==> config.mk <==
export PLATFORM = sky130hd
export DESIGN_NAME = multi_valve_sequencer_flat
export DESIGN_NICKNAME = d
export VERILOG_FILES = /design/src/rtl/valve_pkg.sv /design/src/rtl/multi_valve_sequencer_if.sv /design/src/rtl/valve_channel.sv /design/src/rtl/multi_valve_sequencer.sv /design/src/flat_wrapper.sv
export SDC_FILE = /design/constraint.sdc
export NUM_CORES = 1
export LEC_CHECK = 0
export ABC_AREA = 1
export BUFFER_PORTS_ARGS = -buffer_cell sky130_fd_sc_hd__buf_2
export CELL_PAD_IN_SITES_DETAIL_PLACEMENT = 1
export CELL_PAD_IN_SITES_GLOBAL_PLACEMENT = 1
export CORE_ASPECT_RATIO = 1.25
export CORE_MARGIN = 1
export CORE_UTILIZATION = 40
export CTS_CLUSTER_DIAMETER = 120
export CTS_CLUSTER_SIZE = 12
export DETAILED_ROUTE_END_ITERATION = 12
export PLACE_DENSITY = 0.78
export SLEW_MARGIN = 20
export SYNTH_ARGS = -nofsm -noshare
export SYNTH_HDL_FRONTEND = slang
export SYNTH_SLANG_ARGS = --single-unit
==> constraint.sdc <==
create_clock -name clk -period 11.7 [get_ports clk]
set_input_delay 1.755 -clock clk [delete_from_list [all_inputs] [get_ports clk]]
set_output_delay 1.755 -clock clk [all_outputs]
set_load 0.005 [all_outputs]
==> src/rtl/valve_pkg.sv <==
// Shared FSM state encoding and default parameter values for the valve sequencer.
package valve_pkg;

  // Per-channel sequencer states.
  typedef logic [1:0] state_t;

  localparam state_t StIdle = 2'd0;
  localparam state_t StWait = 2'd1;
  localparam state_t StOpen = 2'd2;
  localparam state_t StGap  = 2'd3;

  // Default parameter values for the top level.
  localparam int unsigned DefNumCh     = 4;
  localparam int unsigned DefLenW      = 24;
  localparam int unsigned DefRepW      = 4;
  localparam bit          DefExclusive = 1'b0;

endpackage

==> src/rtl/multi_valve_sequencer_if.sv <==
// Control/status bundle between a host and the multi-valve sequencer.
interface multi_valve_sequencer_if #(
  parameter int unsigned NUM_CH = 4,
  parameter int unsigned LEN_W  = 24,
  parameter int unsigned REP_W  = 4
);

  logic [NUM_CH-1:0]       trig;
  logic                    trig_all;
  logic                    abort;
  logic [NUM_CH*LEN_W-1:0] pulse_len;
  logic [NUM_CH*LEN_W-1:0] gap_len;
  logic [NUM_CH*REP_W-1:0] rep_count;
  logic [NUM_CH-1:0]       valve;
  logic [NUM_CH-1:0]       busy;
  logic [NUM_CH-1:0]       done;

  // Host side: issues starts and timing, observes valve state.
  modport master (
    output trig, trig_all, abort, pulse_len, gap_len, rep_count,
    input  valve, busy, done
  );

  // Sequencer side.
  modport slave (
    input  trig, trig_all, abort, pulse_len, gap_len, rep_count,
    output valve, busy, done
  );

endinterface

==> src/rtl/valve_channel.sv <==
// One valve channel: latches its timing on start and plays out
// N open/gap repeats, optionally waiting for an exclusive-use grant.
module valve_channel
  import valve_pkg::*;
#(
  parameter int unsigned LEN_W     = DefLenW,
  parameter int unsigned REP_W     = DefRepW,
  parameter bit          EXCLUSIVE = DefExclusive
) (
  input  logic             clk,
  input  logic             reset,
  input  logic             start,
  input  logic             abort,
  input  logic             grant,
  input  logic [LEN_W-1:0] pulse_len,
  input  logic [LEN_W-1:0] gap_len,
  input  logic [REP_W-1:0] rep_count,
  output logic             valve,
  output logic             busy,
  output logic             done,
  output logic             waiting,
  output logic             holding
);

  state_t           state_q, state_d;
  logic [LEN_W-1:0] plen_q, plen_d;
  logic [LEN_W-1:0] glen_q, glen_d;
  logic [LEN_W-1:0] cnt_q, cnt_d;
  logic [REP_W-1:0] reps_q, reps_d;
  logic [REP_W-1:0] pcnt_q, pcnt_d;
  logic             valve_q, valve_d;
  logic             done_q, done_d;

  // Next-state: cnt counts cycles spent in the current phase starting at 1,
  // pcnt counts pulses started starting at 1.
  always_comb begin
    state_d = state_q;
    plen_d  = plen_q;
    glen_d  = glen_q;
    cnt_d   = cnt_q;
    reps_d  = reps_q;
    pcnt_d  = pcnt_q;
    valve_d = 1'b0;
    done_d  = 1'b0;

    if (abort) begin
      state_d = StIdle;
      cnt_d   = '0;
      pcnt_d  = '0;
    end else begin
      case (state_q)
        StIdle: begin
          if (start) begin
            plen_d = pulse_len;
            glen_d = gap_len;
            reps_d = (rep_count == '0) ? REP_W'(1) : rep_count;
            pcnt_d = REP_W'(1);
            cnt_d  = LEN_W'(1);
            if (pulse_len == '0) begin
              // Zero-length pulse completes immediately without opening.
              done_d = 1'b1;
            end else if (EXCLUSIVE) begin
              state_d = StWait;
            end else begin
              state_d = StOpen;
              valve_d = 1'b1;
            end
          end
        end

        StWait: begin
          if (grant) begin
            state_d = StOpen;
            valve_d = 1'b1;
            cnt_d   = LEN_W'(1);
          end
        end

        StOpen: begin
          if (cnt_q == plen_q) begin
            cnt_d = LEN_W'(1);
            if (pcnt_q == reps_q) begin
              state_d = StIdle;
              done_d  = 1'b1;
            end else begin
              state_d = StGap;
              pcnt_d  = pcnt_q + REP_W'(1);
            end
          end else begin
            cnt_d   = cnt_q + LEN_W'(1);
            valve_d = 1'b1;
          end
        end

        StGap: begin
          // gap_len of 0 still yields one closed cycle.
          if (cnt_q >= glen_q) begin
            state_d = StOpen;
            valve_d = 1'b1;
            cnt_d   = LEN_W'(1);
          end else begin
            cnt_d = cnt_q + LEN_W'(1);
          end
        end

        default: begin
          state_d = StIdle;
        end
      endcase
    end
  end

  // State, counters and latched timing registers.
  always_ff @(posedge clk or posedge reset) begin
    if (reset) begin
      state_q <= StIdle;
      plen_q  <= '0;
      glen_q  <= '0;
      cnt_q   <= '0;
      reps_q  <= '0;
      pcnt_q  <= '0;
      valve_q <= 1'b0;
      done_q  <= 1'b0;
    end else begin
      state_q <= state_d;
      plen_q  <= plen_d;
      glen_q  <= glen_d;
      cnt_q   <= cnt_d;
      reps_q  <= reps_d;
      pcnt_q  <= pcnt_d;
      valve_q <= valve_d;
      done_q  <= done_d;
    end
  end

  assign valve   = valve_q;
  assign done    = done_q;
  assign busy    = (state_q != StIdle);
  assign waiting = (state_q == StWait);
  // Holding the exclusive token covers the whole sequence, gaps included.
  assign holding = (state_q == StOpen) || (state_q == StGap);

endmodule

==> src/rtl/multi_valve_sequencer.sv <==
// Multi-channel valve pulse sequencer: one valve_channel per output plus
// a fixed-priority token arbiter used when channels must not overlap.
module multi_valve_sequencer
  import valve_pkg::*;
#(
  parameter int unsigned NUM_CH    = DefNumCh,
  parameter int unsigned LEN_W     = DefLenW,
  parameter int unsigned REP_W     = DefRepW,
  parameter bit          EXCLUSIVE = DefExclusive
) (
  input logic                    clk,
  input logic                    reset,
  multi_valve_sequencer_if.slave bus
);

  logic [NUM_CH-1:0] waiting;
  logic [NUM_CH-1:0] holding;
  logic [NUM_CH-1:0] grant;
  logic              token_free;

  // Token is free whenever nobody is mid-sequence; derived from channel
  // state so a returning channel frees it in the same cycle it goes idle.
  assign token_free = ~|holding;

  // Hand a free token to the lowest-index waiting channel.
  always_comb begin
    grant = '0;
    if (EXCLUSIVE && token_free) begin
      for (int unsigned i = 0; i < NUM_CH; i++) begin
        if (waiting[i] && (grant == '0)) begin
          grant[i] = 1'b1;
        end
      end
    end
  end

  for (genvar i = 0; i < NUM_CH; i++) begin : g_ch
    logic start;

    assign start = bus.trig[i] | bus.trig_all;

    valve_channel #(
      .LEN_W     (LEN_W),
      .REP_W     (REP_W),
      .EXCLUSIVE (EXCLUSIVE)
    ) u_channel (
      .clk       (clk),
      .reset     (reset),
      .start     (start),
      .abort     (bus.abort),
      .grant     (grant[i]),
      .pulse_len (bus.pulse_len[i*LEN_W +: LEN_W]),
      .gap_len   (bus.gap_len[i*LEN_W +: LEN_W]),
      .rep_count (bus.rep_count[i*REP_W +: REP_W]),
      .valve     (bus.valve[i]),
      .busy      (bus.busy[i]),
      .done      (bus.done[i]),
      .waiting   (waiting[i]),
      .holding   (holding[i])
    );
  end

endmodule

==> src/flat_wrapper.sv <==
// flat-port wrapper written by rule: the top's interface ports become plain ports
module multi_valve_sequencer_flat import valve_pkg::*;
#(
  parameter int unsigned NUM_CH    = DefNumCh,
  parameter int unsigned LEN_W     = DefLenW,
  parameter int unsigned REP_W     = DefRepW,
  parameter bit          EXCLUSIVE = DefExclusive
)
  (clk, reset, bus_trig, bus_trig_all, bus_abort, bus_pulse_len, bus_gap_len, bus_rep_count, bus_valve, bus_busy, bus_done);
  multi_valve_sequencer_if #(.NUM_CH(NUM_CH), .LEN_W(LEN_W), .REP_W(REP_W)) bus_i ();
  input logic clk;
  input logic reset;
  input wire logic [$bits(bus_i.trig)-1:0] bus_trig;
  input wire logic [$bits(bus_i.trig_all)-1:0] bus_trig_all;
  input wire logic [$bits(bus_i.abort)-1:0] bus_abort;
  input wire logic [$bits(bus_i.pulse_len)-1:0] bus_pulse_len;
  input wire logic [$bits(bus_i.gap_len)-1:0] bus_gap_len;
  input wire logic [$bits(bus_i.rep_count)-1:0] bus_rep_count;
  output wire logic [$bits(bus_i.valve)-1:0] bus_valve;
  output wire logic [$bits(bus_i.busy)-1:0] bus_busy;
  output wire logic [$bits(bus_i.done)-1:0] bus_done;
  assign bus_i.trig = bus_trig;
  assign bus_i.trig_all = bus_trig_all;
  assign bus_i.abort = bus_abort;
  assign bus_i.pulse_len = bus_pulse_len;
  assign bus_i.gap_len = bus_gap_len;
  assign bus_i.rep_count = bus_rep_count;
  assign bus_valve = bus_i.valve;
  assign bus_busy = bus_i.busy;
  assign bus_done = bus_i.done;
  multi_valve_sequencer #(.NUM_CH(NUM_CH), .LEN_W(LEN_W), .REP_W(REP_W), .EXCLUSIVE(EXCLUSIVE)) u_core (.clk(clk), .reset(reset), .bus(bus_i));
endmodule
==> results of run 1 <==
-- layout by cell type (no fill, tap or decap), types with 84 or more instances in the layout --
cell type,count
inv_1,351
nor2_1,348
ha_1,104
buf_2,227
xor2_1,126
dfrtp_1,336
nand3_1,84
a21oi_1,147
nand2_1,646
o21ai_0,108
-- per-layer routing --
layer	global-route usage, %	vias up	share of wire (%)
met1	27.2	8625	42
met3	2.18	87	2.8
met5	0	-	0.023
met2	42.7	240	52
met4	6.79	2	2.5
li1	-	8659	-
-- layout make-up --
class	instances	area, um^2	share of cell area (%)
clock inverter	1	8.76	0.0388
sequential	336	8410	37.3
timing repair buffer	236	1220	5.39
tap	651	815	3.61
inverter	361	1360	6.04
multi-input combinational	1862	9980	44.2
clock buffer	31	776	3.44
-- sequential cells by signal, indices dropped and copies added, names as in the netlist --
signal / count
u_core.g_ch.u_channel.state_q: 8
u_core.g_ch.u_channel.cnt_q: 96
u_core.g_ch.u_channel.glen_q: 96
u_core.g_ch.u_channel.reps_q: 16
u_core.g_ch.u_channel.plen_q: 96
u_core.g_ch.u_channel.pcnt_q: 16
u_core.g_ch.u_channel.done: 4
u_core.g_ch.u_channel.valve: 4
-- cell families (layout without fill, tap and decap cells) --
logic type / after synthesis / after routing / synth area share [%]
AOI/OAI and AO/OA: 341 / 341 / 8.90
xor gates and xnor gates: 153 / 153 / 6.60
muxes: 21 / 21 / 1.17
buffers and inverters: 464 / 629 / 9.51
and+or+nand+nor: 1243 / 1243 / 26.0
DFF: 336 / 336 / 41.4
adders and majority gates: 104 / 104 / 6.41
-- worst max-delay path by stage --
stage | startpoint | end | slack [ns] | cells past startpoint
floorplan | reset | u_core.g_ch[0].u_channel.cnt_q[0] | 0.64 | 1
global placement | bus_abort | u_core.g_ch[2].u_channel.plen_q[1] | 7.37 | 8
detailed placement | bus_abort | u_core.g_ch[2].u_channel.plen_q[12] | 7.28 | 8
CTS | bus_abort | u_core.g_ch[2].u_channel.plen_q[13] | 7.92 | 8
global route | bus_abort | u_core.g_ch[2].u_channel.plen_q[3] | 7.73 | 8
finish | bus_abort | u_core.g_ch[2].u_channel.plen_q[13] | 7.92 | 8
-- per-stage QoR --
step	cell area (um^2)	instances	total power, mW	util [%]
after detailed placement	21800	3446	3.19	43.8
final	22600	3478	4.05	45.4
after global placement	21800	3446	3.05	43.8
after CTS	22600	3478	4.12	45.3
after global routing	22600	3478	4.39	45.4
after floorplan	20300	2662	2.78	-
-- power by group through the flow --
| stage | sequential (mW) | clock [mW] | combinational, mW |
|---|---|---|---|
| after CTS | 1.81 | 0.941 | 1.37 |
| final | 1.81 | 0.905 | 1.34 |
| after floorplan | 1.73 | 0 | 1.05 |
| after global placement | 1.81 | 0 | 1.25 |
| after detailed placement | 1.83 | 0 | 1.35 |
| after global routing | 1.86 | 0.972 | 1.57 |
-- worst register-to-register path, delay by kind of cell (launching register included) --
kind	cells	cell delay, ns
adder cells (fa/ha/maj)	1	0.37
AO/OA/AOI/OAI	2	0.71
AND/OR/NAND/NOR	5	0.83
flip-flops	1	0.51
==> flow_summary.yaml, run 1 <==
run_status:
  outcome: "finished, final reports clean"
placed_design:
  dp_hpwl_um: 44100
  preCtsSetupSlack_ns: 7.28
  numPortBuffers: 227
  routabilityCongestion: 0.893
drt:
  drt-initial-drc-count: 698
  wl_um: 57700
  firstDrtPassIters: 5
  vias: 17600
  postRouteAntennaNets: 0
  wl_per_cell_um: 16.6
  vias_per_cell: 5.06
  drc: 0
synth:
  avgSynthCellArea_um2: 7.62
  syn_area_um2: 20300
  synth.distinct_cells: 50
  synth-seq-cells: 336
  synthArstFlopShare_pct: 100
  synth-edff-count: 0
  syn_inst: 2662
  yosys.cell_count.top_type: "nand2_1"
  yosysWarnings: 0
  synth_common_cells: "nand2_1, inv_1, nor2_1"
  synth_top_cells_by_area: "dfrtp_1, nand2_1, inv_1"
  synth_nets: 2982
  yosysTopAreaCell: "dfrtp_1"
  synthFlopType: "dfrtp_1"
  synth_top_area_share_pct: 41.4
  seq_area_frac_synth_pct: 41.4
pwr:
  power.density_nw_per_um2: 180
  p_sw_share_pct: 38.4
  p_clk_share_pct: 22.3
  switchingPower_mw: 1.55
  vdd_drop_max_v: 0.000104
  p_leak_nw: 11.9
  p_int_mw: 2.50
  p_seq_share_pct: 44.6
  combPwrFrac_pct: 33.1
clock_tree:
  root_buffer: "clkbuf_16"
  tritoncts: "built"
  cts_max_path_buffers: 3
  cts_resized: 0
  clk_latency_ns: 0.60
  htree_levels: 1
  cts_num_sinks: 336
  clk_pin_slew_ns: 0.06
  cts_hold_buf: 0
  numCtsBuffers: 31
  postCtsSetupBuffers: 0
timing:
  maxSlewViolCount: 0
  timing.final.ws_setup_ns: 7.92
  worst_slew_pin_slew_ns: 1.08
  finClkSkew_ns: 0.0179
  max_freq_ghz: 0.265
  finalHoldViolCount: 0
  hold_slack_ns: 0.513
  setup_tns_ns: 0
  slew_headroom_pct: 27.7
  fin_crit_sh_pct: 32.3
  post-route-min-period_ns: 3.78
  setup_viol: 0
  rsz0062_at_grt: "no"
die:
  num_rows: 91
  die_h_um: 254
  core_um2: 49800
  die_area_um2: 51600
  die_w_um: 203
  ioPinCount: 228
  initial_core_util_pct: 40.8
global_routing:
  grt_max_degree: 169
  grt_pass1_wl_um: 95700
  grt_pass1_vias: 19100
  grt_use_total_pct: 22.8
  grt_overflow: 0
  antenna_found_initial: 2
layout:
  drive_above_1_share_pct: 12.9
  final.fill_count: 6251
  area_growth_pct: 11.2
  antenna_cells: 0
  final_nets: 3148
flow_run:
  cap_violations: 0
worst_setup_path:
  end_kind: "register"
  critPathMaxStageDelay_ns: 0.59
  critical_path_class: "primary input to register"
  reg2reg_depth: 8
  crit_buf_inv: 4
  crit_top_cell: "buf_4"
  cp.arrival_ns: 4.25
  r2r_setup_slack_ns: 9.17
  worstReg2RegEnd: "u_core.g_ch[1].u_channel.cnt_q[9]"
  critical-path-top-delay-family: "buffers and inverters"
  worstReg2RegStart: "u_core.g_ch[1].u_channel.cnt_q[19]"
  critPathMaxFanout: 62
  cpMaxStageDelayCell: "buf_4"
  cp-start-kind: "primary input"
  required_ns: 12.17
  worstPathCellList: "buf_2, inv_1, buf_4, nand2_1, nor2_2, nand2_2, buf_4, mux2_2"
worst_hold_path:
  min_from: "u_core.g_ch[0].u_channel.plen_q[13]"
  whs_endpoint: "u_core.g_ch[0].u_channel.plen_q[13]"
  holdPathStages: 2
  worstHoldPathType: "register to register"
(Power assumes the default switching activity.)
==> inputs of run 2 (changes only) <==
--- a/config.mk
+++ b/config.mk
@@ -11,11 +11,11 @@
 export CELL_PAD_IN_SITES_GLOBAL_PLACEMENT = 1
 export CORE_ASPECT_RATIO = 1.25
 export CORE_MARGIN = 1
-export CORE_UTILIZATION = 40
+export CORE_UTILIZATION = 44
 export CTS_CLUSTER_DIAMETER = 120
 export CTS_CLUSTER_SIZE = 12
 export DETAILED_ROUTE_END_ITERATION = 12
-export PLACE_DENSITY = 0.78
+export PLACE_DENSITY = 0.81
 export SLEW_MARGIN = 20
 export SYNTH_ARGS = -nofsm -noshare
 export SYNTH_HDL_FRONTEND = slang
==> constraint.sdc (replaced) <==
create_clock -name clk -period 3.59 [get_ports clk]
set_input_delay 0.5385 -clock clk [delete_from_list [all_inputs] [get_ports clk]]
set_output_delay 0.5385 -clock clk [all_outputs]
set_load 0.005 [all_outputs]
==> run 2 against run 1 <==
Effect of this change: die area fell by 9.0%; wire length fell by 0.53%; utilization rose by 4.7 points; setup slack got worse by 6.8 ns; hold slack got worse by 0.32 ns; global-route usage rose by 2.2 points; sequential power rose to 3.3 times the previous value; combinational power rose to 3.3 times the previous value; largest cell class unchanged; highest routed layer unchanged.
==> flow_summary.yaml, run 2 (synthesis gave the netlist of run 1 again) <==
clock_tree:
  cts_resized: 0
  clk_latency_ns: 0.58
  clk_pin_slew_ns: 0.07
  cts_num_sinks: 336
  cts_max_path_buffers: 3
  numCtsBuffers: 31
  root_buffer: "clkbuf_16"
  htree_levels: 1
  tritoncts: "built"
worst_setup_path:
  required_ns: 4.08
  end_kind: "register"
  critPathMaxStageDelay_ns: 0.54
  critical_path_class: "register to register"
  cp.arrival_ns: 2.98
  crit_top_cell: "nand2_2"
  critPathMaxFanout: 21
  reg2reg_depth: 9
  cp-start-kind: "register"
  cpMaxStageDelayCell: "dfrtp_1"
  worstPathCellList: "ha_1, a21o_1, nor2_1, nand2_1, a21oi_1, nand3_1, nand2_2, nand2_2, o21ai_0"
global_routing:
  grt_overflow: 0
  grt_use_total_pct: 24.9
  grt_pass1_vias: 19100
  met2_usage_pct: 46.0
  grt-busiest-layer: "met2"
  use_met1_pct: 30.2
  grt_pass1_wl_um: 95900
  antenna_found_initial: 2
  gr-usage-met3_pct: 2.83
  grt_max_degree: 95
worst_hold_path:
  holdPathStages: 2
  worstHoldPathType: "primary input to register"
die:
  die_w_um: 194
  ioPinCount: 228
  core_um2: 45300
  initial_core_util_pct: 44.8
  die_h_um: 242
  die_area_um2: 47000
  num_rows: 87
timing:
  setup_viol: 0
  finClkSkew_ns: 0.0102
  hold_slack_ns: 0.188
  slew_headroom_pct: 34.9
  maxSlewViolCount: 0
  fin_crit_sh_pct: 69.2
  setup_tns_ns: 0
  post-route-min-period_ns: 2.49
  finalHoldViolCount: 0
  max_freq_ghz: 0.402
  worst_slew_pin_slew_ns: 0.973
  rsz0062_at_grt: "no"
  timing.final.ws_setup_ns: 1.10
placed_design:
  dp_hpwl_um: 44200
  preCtsSetupSlack_ns: 0.775
  placed_area_um2: 21900
  numPortBuffers: 227
  routabilityCongestion: 0.889
drt:
  vias_per_cell: 5.22
  wl_per_cell_um: 16.8
  drt-initial-drc-count: 723
  postRouteAntennaNets: 0
  drc: 0
  vias: 17800
  firstDrtPassIters: 4
  wl_um: 57400
flow_run:
  cap_violations: 0
pwr:
  power.density_nw_per_um2: 584
  p_leak_nw: 12.0
  vdd_drop_max_v: 0.000401
  p_total_mw: 13.2
layout:
  drive_above_1_share_pct: 13.2
  final_cell_mix: "nand2_1, inv_1, nor2_1"
  final_common_cell: "nand2_1"
  area_growth_pct: 11.6
  final_nets: 3162
  stdcell_area_um2: 22700
  antenna_cells: 0
  reg.largest.list: "u_core.g_ch.u_channel.cnt_q x96, u_core.g_ch.u_channel.glen_q x96, u_core.g_ch.u_channel.plen_q x96"
run_status:
  outcome: "finished, final reports clean"
-- run 2: cell count changes in the layout (fill, tap and decap cells not counted) --
cell | previous run | this run
nor2_2 | 6 | 7
dlygate4sd3_1 | 0 | 1
clkinvlp_4 | 0 | 1
buf_4 | 8 | 14
inv_8 | 1 | 0
nor2_4 | 5 | 4
buf_12 | 1 | 8
inv_6 | 1 | 0
-- run 2: final timing paths --
check | startpoint | endpoint | slack [ns]
worst min register to register | u_core.g_ch[0].u_channel.plen_q[17] | u_core.g_ch[0].u_channel.plen_q[17] | 0.50
worst max register to register | u_core.g_ch[0].u_channel.cnt_q[15] | u_core.g_ch[0].u_channel.cnt_q[23] | 1.10
max in group asynchronous | reset | u_core.g_ch[3].u_channel.cnt_q[16] | 2.03
min in group asynchronous | reset | u_core.g_ch[0].u_channel.glen_q[6] | 0.56
worst min-delay path | bus_gap_len[24] | u_core.g_ch[1].u_channel.glen_q[0] | 0.19
worst max-delay path | u_core.g_ch[0].u_channel.cnt_q[15] | u_core.g_ch[0].u_channel.cnt_q[23] | 1.10
-- run 2: layout make-up --
class,count,area (um^2)
clock buffer,31,776
inverter,361,1360
timing repair buffer,250,1410
sequential,336,8410
multi-input combinational,1862,9980
fill,5727,22600
tap,578,723
-- run 2: critical path: cells and delay by family (launching register included) --
kind	cells	cell delay (ns)
AND/OR/NAND/NOR	5	0.86
AO/OA/AOI/OAI	3	0.70
flip-flops	1	0.54
adder cells (fa/ha/maj)	1	0.31
-- run 2: routing by layer --
layer	up-vias	routed length, um
li1	8708	-
met1	8712	24200
met2	302	29700
met3	101	1950
met4	2	1490
met5	-	14
-- run 2: per-stage QoR --
step	std cells	util [%]
2_1_floorplan	2662	-
3_3_place_gp	3385	48.2
3_5_place_dp	3386	48.3
4_1_cts	3418	50.0
5_1_grt	3418	50.0
6_report	3418	50.0
-- run 2: repair_timing --
item / 4_1_cts / 5_1_grt
setup buffers: 0 / 0
endpoints found under the hold margin: 2 / 0
endpoints found under the setup margin: 0 / 0
hold buffers: 1 / 0
-- run 2: where the power goes --
group | internal [mW] | leakage, nW | switching [mW]
Sequential | 5.02 | 4.18 | 0.868
Clock | 1.50 | 0.382 | 1.40
Combinational | 1.67 | 7.45 | 2.77
Total | 8.19 | 12.0 | 5.04
==> inputs of run 3 (changes only) <==
==> constraint.sdc (replaced) <==
create_clock -name clk -period 2.39 [get_ports clk]
set_input_delay 0.3585 -clock clk [delete_from_list [all_inputs] [get_ports clk]]
set_output_delay 0.3585 -clock clk [all_outputs]
set_load 0.005 [all_outputs]
==> run 3 against run 2 <==
Effect of this change: cell count grew 1.7%; count of clock-buffer cells in the layout is the same; maximum frequency grew 8.9%; utilization grew 1.2 points; first-iteration DRC count grew 0.14%; sequential share of layout area shrank 0.83 points; power grew 52%; hold slack lost 0.16 ns; register-to-register slack lost 1.0 ns; non-clock buffer count grew 57; final area grew 2.3%; critical endpoint is now u_core.g_ch[2].u_channel.cnt_q[16]; highest routed layer unchanged.
==> flow_summary.yaml, run 3 (synthesis gave the netlist of run 1 again) <==
pwr:
  combPwrFrac_pct: 34.2
  p_leak_nw: 12.3
  vdd_drop_max_v: 0.000641
  p_seq_share_pct: 44.0
  p_clk_share_pct: 21.9
  p_sw_share_pct: 38.4
  power.density_nw_per_um2: 866
  switchingPower_mw: 7.71
  p_int_mw: 12.4
global_routing:
  grt_use_total_pct: 25.5
  grt-busiest-layer: "met2"
  grt_max_degree: 74
  gr-usage-met3_pct: 3.09
  met2_usage_pct: 47.0
  antenna_found_initial: 1
  use_met1_pct: 30.7
  grt_overflow: 0
  grt_pass1_vias: 19600
  grt_pass1_wl_um: 97800
run_status:
  outcome: "finished, final reports clean"
layout:
  final_nets: 3220
  antenna_cells: 0
  drive_above_1_share_pct: 14.8
  multi_input_area_um2: 10000
  reg.largest.list: "u_core.g_ch.u_channel.cnt_q x96, u_core.g_ch.u_channel.glen_q x96, u_core.g_ch.u_channel.plen_q x96"
  final_cell_mix: "nand2_1, inv_1, nor2_1"
  final.fill_count: 5716
  area_growth_pct: 14.2
  final_common_cell: "nand2_1"
  register_area_um2: 8410
worst_setup_path:
  cp.arrival_ns: 2.77
  r2r_setup_slack_ns: 0.11
  worstReg2RegEnd: "u_core.g_ch[2].u_channel.cnt_q[16]"
  worstPathCellList: "ha_1, nand2_1, nor2_1, and2_1, nor2_1, nand2_1, nand2_1, nand4_1, nand2_2, nand2_2, buf_4, o21ai_1"
  end_kind: "register"
  critPathMaxStageDelay_ns: 0.53
  reg2reg_depth: 12
  cp-start-kind: "register"
  critPathMaxFanout: 13
  critical_path_class: "register to register"
  worstReg2RegStart: "u_core.g_ch[2].u_channel.cnt_q[3]"
  required_ns: 2.88
  crit_top_cell: "nand2_1"
  cpMaxStageDelayCell: "dfrtp_1"
drt:
  wl_per_cell_um: 17.0
  drc: 0
  drt-initial-drc-count: 724
  vias: 18000
  vias_per_cell: 5.17
  wl_um: 59300
  firstDrtPassIters: 5
  postRouteAntennaNets: 0
clock_tree:
  tritoncts: "built"
  clk_latency_ns: 0.58
  clk_pin_slew_ns: 0.06
  numCtsBuffers: 31
  htree_levels: 1
  cts_num_sinks: 336
  root_buffer: "clkbuf_16"
  cts_max_path_buffers: 3
timing:
  post-route-min-period_ns: 2.28
  timing.final.ws_setup_ns: 0.108
  hold_slack_ns: 0.0236
  maxSlewViolCount: 0
  slew_headroom_pct: 53.5
  rsz0062_at_grt: "no"
  setup_viol: 0
  finalHoldViolCount: 0
  finClkSkew_ns: 0.00914
  worst_slew_pin_slew_ns: 0.696
  setup_tns_ns: 0
  max_freq_ghz: 0.438
  fin_crit_sh_pct: 95.5
die:
  die_h_um: 242
  die_area_um2: 47000
  core_um2: 45300
  ioPinCount: 228
  num_rows: 87
  initial_core_util_pct: 44.8
  die_w_um: 194
placed_design:
  preCtsSetupSlack_ns: -0.107
  routabilityCongestion: 0.890
  dp_hpwl_um: 46000
  numPortBuffers: 227
worst_hold_path:
  worstHoldPathType: "primary input to register"
  whs_endpoint: "u_core.g_ch[3].u_channel.glen_q[5]"
  holdPathStages: 3
  min_from: "bus_gap_len[77]"
flow_run:
  cap_violations: 0
-- run 3: layout make-up --
type | count | share of cell area [%]
flip-flops and latches | 336 | 36.3
repair buffers | 307 | 8.12
well taps | 578 | 3.12
inverters | 361 | 5.86
multi-input cells | 1863 | 43.3
clock buffers | 31 | 3.35
-- run 3: worst max path at each step --
stage	startpoint	to	slack (ns)	cells after the start
final	u_core.g_ch[2].u_channel.cnt_q[3]	u_core.g_ch[2].u_channel.cnt_q[16]	0.11	12
after global routing	u_core.g_ch[2].u_channel.cnt_q[3]	u_core.g_ch[2].u_channel.cnt_q[16]	0.001	12
after CTS	u_core.g_ch[0].u_channel.cnt_q[17]	u_core.g_ch[0].u_channel.cnt_q[23]	0.03	12
after detailed placement	u_core.g_ch[3].u_channel.cnt_q[21]	u_core.g_ch[3].u_channel.cnt_q[22]	-0.11	10
after global placement	u_core.g_ch[3].u_channel.cnt_q[21]	u_core.g_ch[3].u_channel.cnt_q[23]	0.03	10
after floorplan	reset	u_core.g_ch[0].u_channel.cnt_q[0]	-2.46	1
-- run 3: routing by layer --
metal	up-vias	share of wire, %
li1	8814	-
met1	8714	42
met2	325	51
met3	101	3.6
met4	2	2.8
met5	-	0.029
-- run 3: worst max-delay path: cells and delay by family, from the launching register on --
| family | cells | cell delay, ns |
|---|---|---|
| AND/OR/NAND/NOR | 9 | 0.94 |
| adder cells (fa/ha/maj) | 1 | 0.31 |
| flip-flops | 1 | 0.53 |
| AO/OA/AOI/OAI | 1 | 0.20 |
| buffers and inverters | 1 | 0.20 |
-- run 3: power by group through the flow --
stage                     clock (mW)  sequential, mW  combinational (mW)
after CTS                       4.52            8.84                6.92
after floorplan                    0            8.45                5.14
after global routing            4.69            9.05                7.91
final                           4.39            8.82                6.86
after detailed placement           0            8.93                6.79
after global placement             0            8.83                6.34
-- run 3: per-stage QoR --
stage	std cells	area, um^2	util [%]	total power, mW
2_1_floorplan	2662	20300	-	13.6
3_3_place_gp	3431	22200	49.1	15.2
3_5_place_dp	3431	22200	49.1	15.7
4_1_cts	3475	23100	51.1	20.3
5_1_grt	3476	23200	51.2	21.6
6_report	3476	23200	51.2	20.1
-- run 3: repair_timing --
action | CTS | global route
buffers inserted | 0 | 0
hold buffers | 13 | 0
hold endpoints to repair | 27 | 0
pin swaps | 0 | 3
resized for setup | 2 | 11
endpoints found under the setup margin | 22 | 88
cloned | 0 | 1
